File: src/rtl/alu_issue_ctrl.sv
// alu_issue_ctrl: multi-cycle issue/decode controller for the 16-bit ALU.
//
// Accepts one instruction word over a valid/ready handshake. It then reads the
// dest/src operands from a synchronous-read register file and presents
// registered operands and an opcode to the ALU. The result is written back and
// the processor status register (PSR) is updated. One instruction retires
// every four cycles: accept, READ, EXEC, WB.
//
// Ports:
//   clk, reset              rising-edge clock, synchronous active-high reset
//   inst_valid/inst_ready   instruction handshake, inst is the 16-bit word
//   rf_raddr_a/_b           regfile read addresses (dest, src)
//   rf_rdata_a/_b           regfile read data, valid one cycle after address
//   alu_a/alu_b/alu_opcode  registered ALU inputs
//   alu_cin                 ALU carry-in, the PSR carry bit
//   alu_c/alu_flags         ALU result and flags {Z,C,F,N,L}
//   rf_we/rf_waddr/rf_wdata regfile write port, one-cycle pulse in WB
//   psr                     status register {Z,C,F,N,L}
//   done/illegal            retire pulse, illegal-opcode pulse with done
module alu_issue_ctrl #(
    parameter int DATA_W = 16,
    parameter int REG_AW = 4,
    parameter int IMM_W  = 7
) (
    input  logic              clk,
    input  logic              reset,
    input  logic              inst_valid,
    output logic              inst_ready,
    input  logic [15:0]       inst,
    output logic [REG_AW-1:0] rf_raddr_a,
    output logic [REG_AW-1:0] rf_raddr_b,
    input  logic [DATA_W-1:0] rf_rdata_a,
    input  logic [DATA_W-1:0] rf_rdata_b,
    output logic [DATA_W-1:0] alu_a,
    output logic [DATA_W-1:0] alu_b,
    output logic [3:0]        alu_opcode,
    output logic              alu_cin,
    input  logic [DATA_W-1:0] alu_c,
    input  logic [4:0]        alu_flags,
    output logic              rf_we,
    output logic [REG_AW-1:0] rf_waddr,
    output logic [DATA_W-1:0] rf_wdata,
    output logic [4:0]        psr,
    output logic              done,
    output logic              illegal
);

    localparam logic [1:0] IDLE = 2'd0;
    localparam logic [1:0] READ = 2'd1;
    localparam logic [1:0] EXEC = 2'd2;
    localparam logic [1:0] WB   = 2'd3;

    localparam logic [3:0] OP_NOP  = 4'h0;
    localparam logic [3:0] OP_LSH  = 4'h4;
    localparam logic [3:0] OP_ADD  = 4'h5;
    localparam logic [3:0] OP_ADDU = 4'h6;
    localparam logic [3:0] OP_ADDC = 4'h7;
    localparam logic [3:0] OP_NOT  = 4'h8;
    localparam logic [3:0] OP_SUB  = 4'h9;
    localparam logic [3:0] OP_SUBC = 4'hA;
    localparam logic [3:0] OP_CMP  = 4'hB;
    localparam logic [3:0] OP_ASHU = 4'hC;

    function automatic logic signed [DATA_W-1:0] sign_ext(input logic [IMM_W-1:0] imm);
        return {{(DATA_W-IMM_W){imm[IMM_W-1]}}, imm};
    endfunction

    // Everything above ASHU is unassigned encoding space.
    function automatic logic op_illegal(input logic [3:0] op);
        return op > OP_ASHU;
    endfunction

    function automatic logic op_writes(input logic [3:0] op);
        return !(op == OP_NOP || op == OP_CMP || op_illegal(op));
    endfunction

    // Only arithmetic and compare results are allowed to touch the PSR.
    function automatic logic op_sets_psr(input logic [3:0] op);
        logic hit;
        hit = 1'b0;
        case (op)
            OP_ADD, OP_ADDU, OP_ADDC, OP_SUB, OP_SUBC, OP_CMP: hit = 1'b1;
            default: hit = 1'b0;
        endcase
        return hit;
    endfunction

    // Shifts take the amount on A and the value on B; NOT works on A.
    // All of these put src on A and dest on B.
    function automatic logic op_swaps(input logic [3:0] op);
        return (op == OP_LSH) || (op == OP_ASHU) || (op == OP_NOT);
    endfunction

    logic [1:0]               state;
    logic [15:0]              inst_p0;
    logic signed [DATA_W-1:0] alu_a_p1;
    logic signed [DATA_W-1:0] alu_b_p1;
    logic [3:0]               alu_op_p1;
    logic [4:0]               psr_q;

    logic [3:0]               op;
    logic [REG_AW-1:0]        rdest;
    logic [REG_AW-1:0]        rsrc;
    logic signed [DATA_W-1:0] src_opd;
    logic signed [DATA_W-1:0] dest_opd;
    logic                     in_wb;

    assign op       = inst_p0[15:12];
    assign rdest    = inst_p0[8 +: REG_AW];
    assign rsrc     = inst_p0[0 +: REG_AW];
    assign src_opd  = inst_p0[7] ? sign_ext(inst_p0[IMM_W-1:0]) : $signed(rf_rdata_b);
    assign dest_opd = $signed(rf_rdata_a);

    // The latched word holds still through READ, so the regfile addresses
    // can come straight from it.
    assign rf_raddr_a = rdest;
    assign rf_raddr_b = rsrc;

    always_ff @(posedge clk) begin
        if (reset) begin
            state     <= IDLE;
            inst_p0   <= '0;
            alu_a_p1  <= '0;
            alu_b_p1  <= '0;
            alu_op_p1 <= OP_NOP;
            psr_q     <= '0;
        end else begin
            case (state)
                // Stage 0: capture the instruction word on the handshake
                IDLE: begin
                    if (inst_valid) begin
                        inst_p0 <= inst;
                        state   <= READ;
                    end
                end
                // Regfile addresses are presented; data arrives next cycle
                READ: state <= EXEC;
                // Stage 1: register ALU operands and opcode
                EXEC: begin
                    if (op_swaps(op)) begin
                        alu_a_p1 <= src_opd;
                        alu_b_p1 <= dest_opd;
                    end else begin
                        alu_a_p1 <= dest_opd;
                        alu_b_p1 <= src_opd;
                    end
                    alu_op_p1 <= op_illegal(op) ? OP_NOP : op;
                    state     <= WB;
                end
                // Stage 2: retire, the ALU result is consumed combinationally
                WB: begin
                    if (op_sets_psr(op)) begin
                        psr_q <= alu_flags;
                    end
                    state <= IDLE;
                end
                default: state <= IDLE;
            endcase
        end
    end

    assign in_wb      = (state == WB);
    assign inst_ready = (state == IDLE);
    assign done       = in_wb;
    assign illegal    = in_wb && op_illegal(op);
    assign rf_we      = in_wb && op_writes(op);
    assign rf_waddr   = rf_we ? rdest : '0;
    assign rf_wdata   = rf_we ? alu_c : '0;

    assign alu_a      = alu_a_p1;
    assign alu_b      = alu_b_p1;
    assign alu_opcode = alu_op_p1;
    assign psr        = psr_q;
    assign alu_cin    = psr_q[3];

endmodule

File: config.mk
export PLATFORM = sky130hd
export DESIGN_NAME = alu_issue_ctrl
export DESIGN_NICKNAME = d
export VERILOG_FILES = /design/src/rtl/alu_issue_ctrl.sv
export SDC_FILE = /design/constraint.sdc
export NUM_CORES = 1
export LEC_CHECK = 0
export BUFFER_PORTS_ARGS = -buffer_cell sky130_fd_sc_hd__buf_4
export CAP_MARGIN = 20
export CORE_MARGIN = 2
export CORE_UTILIZATION = 51
export CTS_BUF_LIST = sky130_fd_sc_hd__clkbuf_16
export DETAILED_ROUTE_END_ITERATION = 7
export PLACE_DENSITY_LB_ADDON = 0.15
export SYNTH_ARGS = -nofsm -noshare
export SYNTH_HDL_FRONTEND = slang
export SYNTH_SLANG_ARGS = --single-unit
File: constraint.sdc
create_clock -name clk -period 4.73 [get_ports clk]
set_input_delay 0.2365 -clock clk [delete_from_list [all_inputs] [get_ports clk]]
set_output_delay 0.2365 -clock clk [all_outputs]
set_load 0.005 [all_outputs]
==> metrics.md, run 1 <==
| Metric | Value |
|---|---|
| Outcome | `finished clean` |
| Uppermost layer routed | `met4` |
| Clk_lat worst skew | `0.32 ns` |
| Vias in the first global route | `2,968` |
| Grt ovf | `0` |
| Routed WL per cell | `16.7 um` |
| CTS root buffer | `clkbuf_16` |
| GP Congestion | `0.760` |
| Post-synth design cell area | `3170 um^2` |
| DR vias | `3,115` |
| CP Class | `register to register` |
| Area grow syn2layout | `39.2%` |
| IO Count | `146` |
| Sum of negative setup slack | `0 ns` |
| Post-synth EDFFs | `0` |
| Share of layout cells above drive strength 1 | `45.3%` |
| Global-route wire length before repair | `14.8 mm` |
| Total power | `1.91 mW` |
| ANT nets after route | `0` |
| Seq/Total Area, Yosys | `37.3%` |
| Critical Path RT | `4.95 ns` |
| Drt initial violations | `197` |
| 1st-pass router iterations | `4` |
| Reg clk slew, reported paths | `0.05 ns` |
| Max_slew headroom | `32.9%` |
| Die Wd | `82.8 um` |
| Mapped Cells | `360` |
| Metal2 WL | `4.64 mm` |
| CP startpoint | `inst_p0[15]` |
| Max clock buf depth | `2` |
| WL met1 | `3.75 mm` |
| Hold buffer count at cts | `0` |
| Post-CTS setup repair buffer count | `0` |
| Routed WL | `9.18 mm` |
| Die H | `82.8 um` |
| R2R Setup Slk | `2.23 ns` |
| H-Tree Depth | `3` |
| Die Area | `6860 um^2` |
| FMAX | `399 MHz` |
| Min-delay worst type | `input port to register` |
| Largest net degree at the start of global routing | `82` |
| Worst Setup EP | `alu_b[0]` |
| Peak VDD IR | `0.456 mV` |
| Syn nets | `436` |
| Final period util | `52.9%` |
| Max-cap violations | `0` |
| Worst r2r src | `inst_p0[15]` |
| Final max-slew violation count | `0` |
| Worst Hold Launch | `inst[9]` |
| Worst Setup Start Kind | `register` |
| WP data arrival | `2.73 ns` |
| DP Wirelength | `6.01 mm` |
| Post-synth ARST share | `0%` |
| Tmin final | `2.50 ns` |
| Mapped Avg Cell Area | `8.80 um^2` |
| Clock Skew | `0.00578 ns` |
| # resized after CTS | `0` |
| Setup repair after global routing missed its margin | `false` |
| Worst Path Max Fanout | `17` |
| # rows | `28` |
| FF+latch count, synth | `59` |
| CTS tree | `done` |
| Final hold violation count | `0` |
| Total global-route track usage | `25.9%` |
| Port bufs | `145` |
| Pleak | `1.85 nW` |
| CP endpoint kind | `register` |
| Synth unique cells | `27` |
| Worst-margin pin slew | `1.01 ns` |
| Initial core utilization | `53.2%` |
| Final setup fails | `0` |
| # DRC | `0` |
| Total CTS buffers | `9` |
| Metal3 WL | `616 um` |
| Initial antenna violation count | `0` |
| Worst reg2reg path depth | `3` |
| Nets | `547` |
| CTS Sinks | `59` |
| Worst hold slack | `0.158 ns` |
| FF-to-FF End | `alu_b[0]` |
| DR vias/cell | `5.66` |
| N_diodes | `0` |
| Pwr Density | `434 nW/um^2` |
| Ys flop type | `dfxtp_1` |
| Core area | `5960 um^2` |
| Synth Warn # | `0` |
flip-flops by register name, summed over array words and instances (netlist names):
register    cells
alu_b          16
inst_p0        16
alu_a          16
state           2
alu_opcode      4
psr             5
critical path: stages, from the launching register on:
cell and delay [ns]:
dfxtp_1 0.51, or2_0 0.82, nand2_1 0.67, o221ai_1 0.39
cell type report:
type                       count  area [um^2]
fill                         462         1540
clock buffer                   9          225
tap                           75         93.8
inverter                       3         11.3
timing repair buffer         147         1110
multi-input combinational    251         1730
sequential                    59         1180
clock inverter                 6         57.6
routing by layer:
layer	track usage [%]	up-vias
met4	7.45	0
li1	-	1506
met5	0	-
met1	32.9	1467
met3	8.85	18
met2	41.7	124
cells in the mapped netlist, types with 2 or more instances:
| master | n | share of area [%] |
|---|---|---|
| buf_2 | 12 | 1.9 |
| o21ai_1 | 9 | 1.4 |
| mux2i_1 | 6 | 1.9 |
| nor2_1 | 5 | 0.59 |
| inv_1 | 3 | 0.36 |
| o21ai_0 | 10 | 1.6 |
| nor2_2 | 3 | 0.59 |
| o221ai_1 | 32 | 8.8 |
| or3b_2 | 32 | 8.8 |
| and2_1 | 21 | 4.1 |
| buf_4 | 10 | 2.4 |
| nand2_1 | 35 | 4.1 |
| a21oi_1 | 20 | 3.2 |
| clkbuf_1 | 23 | 2.7 |
| mux2_2 | 16 | 5.7 |
| ha_1 | 4 | 1.6 |
| nand2b_1 | 16 | 3.2 |
| buf_6 | 2 | 0.71 |
| dfxtp_1 | 59 | 37 |
| nand3b_1 | 16 | 3.8 |
| nand3_1 | 20 | 3.2 |
worst min path at each step:
| stage | end | cells past startpoint |
|---|---|---|
| after floorplan | inst_p0[4] | 2 |
| after global placement | inst_p0[4] | 2 |
| after detailed placement | inst_p0[5] | 2 |
| after CTS | inst_p0[9] | 3 |
| after global routing | inst_p0[7] | 3 |
| final | inst_p0[9] | 3 |
per-stage QoR:
stage               cells  setup WS, ns  instance area, um^2  util (%)
finish                550          2.23                 4410      74.1
global route          550          2.07                 4410      74.1
CTS                   549          2.26                 4400      73.8
detailed placement    534          2.36                 4120      69.1
global placement      534          2.48                 4120      69.1
floorplan             360          3.13                 3170         -
kinds of logic after synthesis:
family | Yosys count | synth area share [%]
simple gates | 150 | 28.8
compound gates | 73 | 16.1
flops | 59 | 37.3
buf+inv | 50 | 8.05
mux | 22 | 7.58
fa+ha+maj | 5 | 1.93
xor+xnor | 1 | 0.276
cells in the final DEF (no fill, tap or decap), types with 6 or more instances in the layout:
cell type  count
mux2_2        16
buf_4        146
o221ai_1      32
mux2i_1        6
nand2b_1      16
nand2_1       35
and2_1        21
nand3_1       20
o21ai_1        9
a21oi_1       20
or3b_2        32
o21ai_0       10
nand3b_1      16
dfxtp_1       59
clkbuf_16      9
power by group:
| part | leakage, nW | switching, mW | internal [mW] |
|---|---|---|---|
| Clock | 0.141 | 0.217 | 0.400 |
| Combinational | 1.23 | 0.338 | 0.293 |
| Sequential | 0.480 | 0.0764 | 0.588 |
| Total | 1.85 | 0.632 | 1.28 |
No activity file was read; power rests on OpenSTA's default activity.
==> run 2: changes to the inputs <==
--- a/config.mk
+++ b/config.mk
@@ -5,10 +5,11 @@
 export SDC_FILE = /design/constraint.sdc
 export NUM_CORES = 1
 export LEC_CHECK = 0
+export ABC_AREA = 1
 export BUFFER_PORTS_ARGS = -buffer_cell sky130_fd_sc_hd__buf_4
 export CAP_MARGIN = 20
 export CORE_MARGIN = 2
-export CORE_UTILIZATION = 51
+export CORE_UTILIZATION = 43
 export CTS_BUF_LIST = sky130_fd_sc_hd__clkbuf_16
 export DETAILED_ROUTE_END_ITERATION = 7
 export PLACE_DENSITY_LB_ADDON = 0.15
==> constraint.sdc (replaced) <==
create_clock -name clk -period 2.2 [get_ports clk]
set_input_delay 0.11 -clock clk [delete_from_list [all_inputs] [get_ports clk]]
set_output_delay 0.11 -clock clk [all_outputs]
set_load 0.005 [all_outputs]
==> metrics.md, run 2 <==
| Metric | Value |
|---|---|
| Outcome | `finished clean` |
| Synth cell count leaders | `132 x nand2_1, 86 x nor2_1, 64 x inv_1, 59 x dfxtp_1, 48 x nand3_1` |
| Area grow syn2layout | `42.0%` |
| Top-count cell post-synth | `nand2_1` |
| Peak VDD IR | `0.570 mV` |
| Initial antenna violation count | `0` |
| Sequence of cells on the critical path | `nor2_2 -> buf_4 -> nand2_1 -> nand3_4 -> nor2_1 -> buf_4` |
| DR vias | `3,470` |
| Pwr Density | `1200 nW/um^2` |
| WP data arrival | `1.73 ns` |
| Filler cells | `683` |
| Global-route wire length before repair | `15.3 mm` |
| Port bufs | `145` |
| Synth top area cells | `dfxtp_1 37%, nand2_1 15%, nor2_1 10%` |
| Total CTS buffers | `9` |
| Drt initial violations | `222` |
| Die H | `90.6 um` |
| Total global-route track usage | `22.8%` |
| Routed WL per cell | `12.7 um` |
| Yosys top cell by area | `dfxtp_1` |
| Max-cap violations | `0` |
| Ys flop type | `dfxtp_1` |
| Post-synth design cell area | `3230 um^2` |
| Worst Setup Start Kind | `register` |
| Mapped Avg Cell Area | `6.34 um^2` |
| Critical Path RT | `2.09 ns` |
| CTS tree | `done` |
| Syn nets | `585` |
| Largest net degree at the start of global routing | `35` |
| Initial core utilization | `44.5%` |
| Share of layout cells above drive strength 1 | `30.8%` |
| IO Count | `146` |
| DP Worst Slack | `0.508 ns` |
| Seq/Total Area, Yosys | `36.6%` |
| Final period util | `83.5%` |
| Slowest-stage cell, CP | `dfxtp_1` |
| Max incr delay on CP | `0.32 ns` |
| Nets | `711` |
| Routed WL | `9.41 mm` |
| Vias in the first global route | `3,156` |
| Mapped Cells | `509` |
| Area share of the largest cell type after synthesis | `36.6%` |
| FMAX | `544 MHz` |
| Die Area | `8210 um^2` |
| # DRC | `0` |
| Pleak | `2.50 nW` |
| H-Tree Depth | `3` |
| Min-delay worst type | `input port to register` |
| Worst Path Max Fanout | `21` |
| Post-CTS setup repair buffer count | `0` |
| Clk_lat worst skew | `0.33 ns` |
| Sum of negative setup slack | `0 ns` |
| CTS Sinks | `59` |
| Final setup fails | `0` |
| Worst-margin pin slew | `0.681 ns` |
| CTS root buffer | `clkbuf_16` |
| DP Wirelength | `6.80 mm` |
| Worst hold slack | `0.0344 ns` |
| FF+latch count, synth | `59` |
| Core area | `7250 um^2` |
| ANT nets after route | `0` |
| Synth Warn # | `0` |
| Die Wd | `90.6 um` |
| Max_slew headroom | `54.6%` |
| Tmin final | `1.84 ns` |
| Setup repair after global routing missed its margin | `false` |
| Commonest non-fill, non-tap cell in the layout | `buf_4` |
| CP Class | `register to output port` |
| Clock Skew | `0.00809 ns` |
| # rows | `31` |
| Reg clk slew, reported paths | `0.05 ns` |
| DR vias/cell | `4.70` |
| Most frequent CP cell | `buf_4` |
| R2R Setup Slk | `0.52 ns` |
| Post-synth ARST share | `0%` |
| Total power | `5.50 mW` |
| Max clock buf depth | `2` |
| Grt ovf | `0` |
| Final hold violation count | `0` |
| Most frequent cells in the layout | `150 x buf_4, 132 x nand2_1, 86 x nor2_1, 65 x inv_1, 59 x dfxtp_1` |
| Synth unique cells | `22` |
| GP Congestion | `0.851` |
| Post-synth EDFFs | `0` |
| Final max-slew violation count | `0` |
| N_diodes | `0` |
| Hold buffer count at cts | `0` |
| 1st-pass router iterations | `4` |
| Final setup margin | `0.363 ns` |
| CP endpoint kind | `output port` |
[run 2: kinds of logic after synthesis]
group	Yosys count	share of synthesized area, %
AO/OA/AOI/OAI	42	6.71
adder cells (fa/ha/maj)	4	1.55
buffers and inverters	103	15.1
flip-flops	59	36.6
AND/OR/NAND/NOR	301	40.1
[run 2: per-layer routing]
metal	global-route usage [%]	part of all wire, %	up-vias
li1	-	-	1790
met1	31.6	48	1545
met2	35.3	45	124
met3	5.18	6.5	11
met4	7.18	1.4	0
met5	0	0	-
[run 2: cell type report]
class | count | area, um^2 | area share (%)
Multi-Input combinational cell | 347 | 1570 | 34.3
Sequential cell | 59 | 1180 | 25.8
Timing Repair Buffer | 151 | 1150 | 25.0
Inverter | 67 | 251 | 5.49
Clock buffer | 9 | 225 | 4.92
Tap cell | 99 | 124 | 2.70
Clock inverter | 7 | 83.8 | 1.83
[run 2: through the flow]
| stage | util, % | instance area, um^2 | cells |
|---|---|---|---|
| finish | 63.2 | 4580 | 739 |
| floorplan | - | 3230 | 509 |
| CTS | 63.0 | 4570 | 739 |
| global route | 63.2 | 4580 | 739 |
| detailed placement | 58.8 | 4260 | 723 |
| global placement | 58.8 | 4260 | 723 |
[run 2: repair_timing]
| action | in CTS | in global routing |
|---|---|---|
| hold endpoints to repair | 0 | 0 |
| resized for setup | 0 | 1 |
| endpoints found under the setup margin | 0 | 5 |
[run 2: final timing paths]
kind | startpoint | to | cells past startpoint
hold / removal | inst[1] | inst_p0[1] | 3
setup reg to reg | inst_p0[15] | alu_a[15] | 7
hold reg to reg | psr[2] | psr[2] | 2
setup / recovery | inst_p0[12] | rf_wdata[15] | 6
[run 2: critical path, delay by kind of cell (launching register included)]
| family | cells | cell delay, ns |
|---|---|---|
| buffers and inverters | 2 | 0.36 |
| flip-flops | 1 | 0.32 |
| AND/OR/NAND/NOR | 4 | 0.71 |
[run 2: where the power goes]
| part | switching, mW | internal, mW |
|---|---|---|
| registers | 0.230 | 1.42 |
| clock network | 0.478 | 0.975 |
| logic | 1.36 | 1.04 |
==> run 3: changes to the inputs <==
--- a/config.mk
+++ b/config.mk
@@ -9,7 +9,7 @@
 export BUFFER_PORTS_ARGS = -buffer_cell sky130_fd_sc_hd__buf_4
 export CAP_MARGIN = 20
 export CORE_MARGIN = 2
-export CORE_UTILIZATION = 43
+export CORE_UTILIZATION = 47
 export CTS_BUF_LIST = sky130_fd_sc_hd__clkbuf_16
 export DETAILED_ROUTE_END_ITERATION = 7
 export PLACE_DENSITY_LB_ADDON = 0.15
==> constraint.sdc (replaced) <==
create_clock -name clk -period 1.8 [get_ports clk]
set_input_delay 0.09 -clock clk [delete_from_list [all_inputs] [get_ports clk]]
set_output_delay 0.09 -clock clk [all_outputs]
set_load 0.005 [all_outputs]
==> metrics.md, run 3 (synthesis gave the netlist of run 2 again) <==
| Metric | Value |
|---|---|
| FMAX | `600 MHz` |
| CP Class | `register to output port` |
| Final setup margin | `0.134 ns` |
| Most frequent cells in the layout | `148 x buf_4, 132 x nand2_1, 86 x nor2_1, 68 x inv_1, 59 x dfxtp_1` |
| Initial core utilization | `48.0%` |
| Total CTS buffers | `9` |
| Final max-slew violation count | `0` |
| Sum of negative setup slack | `0 ns` |
| Die H | `86.8 um` |
| Die Wd | `86.8 um` |
| Share of layout cells above drive strength 1 | `30.6%` |
| Final period util | `92.6%` |
| GP Congestion | `0.806` |
| Initial antenna violation count | `0` |
| # rows | `30` |
| CTS root buffer | `clkbuf_16` |
| Max-cap violations | `0` |
| Drt initial violations | `181` |
| Final hold violation count | `0` |
| Hold buffer count at cts | `0` |
| Sequential fraction of design power | `31.4%` |
| 1st-pass router iterations | `4` |
| Outcome | `finished clean` |
| Pint | `3.91 mW` |
| Clk network pwr share | `22.9%` |
| Commonest non-fill, non-tap cell in the layout | `buf_4` |
| Total global-route track usage | `24.8%` |
| WP data arrival | `1.58 ns` |
| Reg clk slew, reported paths | `0.05 ns` |
| Max clock buf depth | `2` |
| Grt ovf | `0` |
| Pleak | `2.50 nW` |
| H-Tree Depth | `3` |
| Die Area | `7540 um^2` |
| CTS Sinks | `59` |
| Routed WL | `9.14 mm` |
| Routed WL per cell | `12.7 um` |
| Vias in the first global route | `3,188` |
| Comb pwr share | `45.7%` |
| Core Util, Final | `67.2%` |
| Port bufs | `145` |
| # DRC | `0` |
| CTS tree | `done` |
| Tmin final | `1.67 ns` |
| Clock Skew | `0.00802 ns` |
| Pwr Density | `1420 nW/um^2` |
| DR vias/cell | `4.83` |
| Critical Path RT | `1.71 ns` |
| Setup repair after global routing missed its margin | `false` |
| DP Worst Slack | `0.308 ns` |
| ANT nets after route | `0` |
| Core area | `6720 um^2` |
| N_diodes | `0` |
| Nets | `711` |
| Area grow syn2layout | `39.9%` |
| IO Count | `146` |
| Final setup fails | `0` |
| Worst Path Max Fanout | `21` |
| Worst Setup Start Kind | `register` |
| Clk_lat worst skew | `0.32 ns` |
| Sw Share | `38.9%` |
| Post-CTS setup repair buffer count | `0` |
| Max_slew headroom | `59.4%` |
| Peak VDD IR | `0.906 mV` |
| Min-delay worst type | `input port to register` |
| Largest net degree at the start of global routing | `66` |
| Worst-margin pin slew | `0.609 ns` |
| DR vias | `3,474` |
| DP Wirelength | `6.70 mm` |
| Total power | `6.40 mW` |
| Switch Pwr | `2.49 mW` |
| Global-route wire length before repair | `14.7 mm` |
| CP endpoint kind | `output port` |
run 3: power by group through the flow:
stage	logic, mW	clock network, mW	registers (mW)
2_1_floorplan	1.91	0	1.99
3_3_place_gp	2.87	0	2.00
3_5_place_dp	2.93	0	2.02
4_1_cts	2.95	1.49	2.01
5_1_grt	3.34	1.55	2.06
6_report	2.92	1.47	2.01
run 3: final cells by class:
| cell class | count | area, um^2 |
|---|---|---|
| multi-input cells | 347 | 1560 |
| well taps | 80 | 100 |
| inverters | 67 | 251 |
| clock inverters | 7 | 30.0 |
| repair buffers | 151 | 1160 |
| fillers | 631 | 2210 |
| flip-flops and latches | 59 | 1180 |
| clock buffers | 9 | 225 |
run 3: stage by stage:
stage,hold slack (ns),instance area [um^2],instances
5_1_grt,0.0460,4510,720
6_report,0.0252,4510,720
3_3_place_gp,0.344,4250,704
4_1_cts,0.0194,4510,720
3_5_place_dp,0.351,4250,704
2_1_floorplan,0.251,3230,509
run 3: path summary, 6_finish.rpt:
| path | startpoint | end | slack (ns) | depth (start not counted) |
|---|---|---|---|---|
| setup / recovery | state[0] | rf_wdata[12] | 0.13 | 7 |
| hold / removal | inst[0] | inst_p0[0] | 0.03 | 3 |
| setup reg to reg | inst_p0[12] | alu_a[13] | 0.29 | 6 |
| hold reg to reg | alu_opcode[1] | alu_opcode[1] | 0.48 | 2 |
run 3: routing by layer:
metal	global-route usage (%)	up-vias	wire (um)
met2	40.2	131	4210
met1	30.9	1542	3910
met5	0	-	0
li1	-	1791	-
met3	6.00	10	882
met4	11.6	0	133
run 3: repair_timing:
action,in CTS,in global routing
setup endpoints to repair,0,16
hold endpoints to repair,0,0
gates resized for setup,0,1
run 3: worst max-delay path, cell delays in order (launching register included):
cell and delay [ns]:
dfxtp_1 0.35, ha_1 0.20, inv_1 0.10, nor2_2 0.12, nand3_2 0.07, buf_6 0.19, nor2_2 0.11, buf_4 0.11
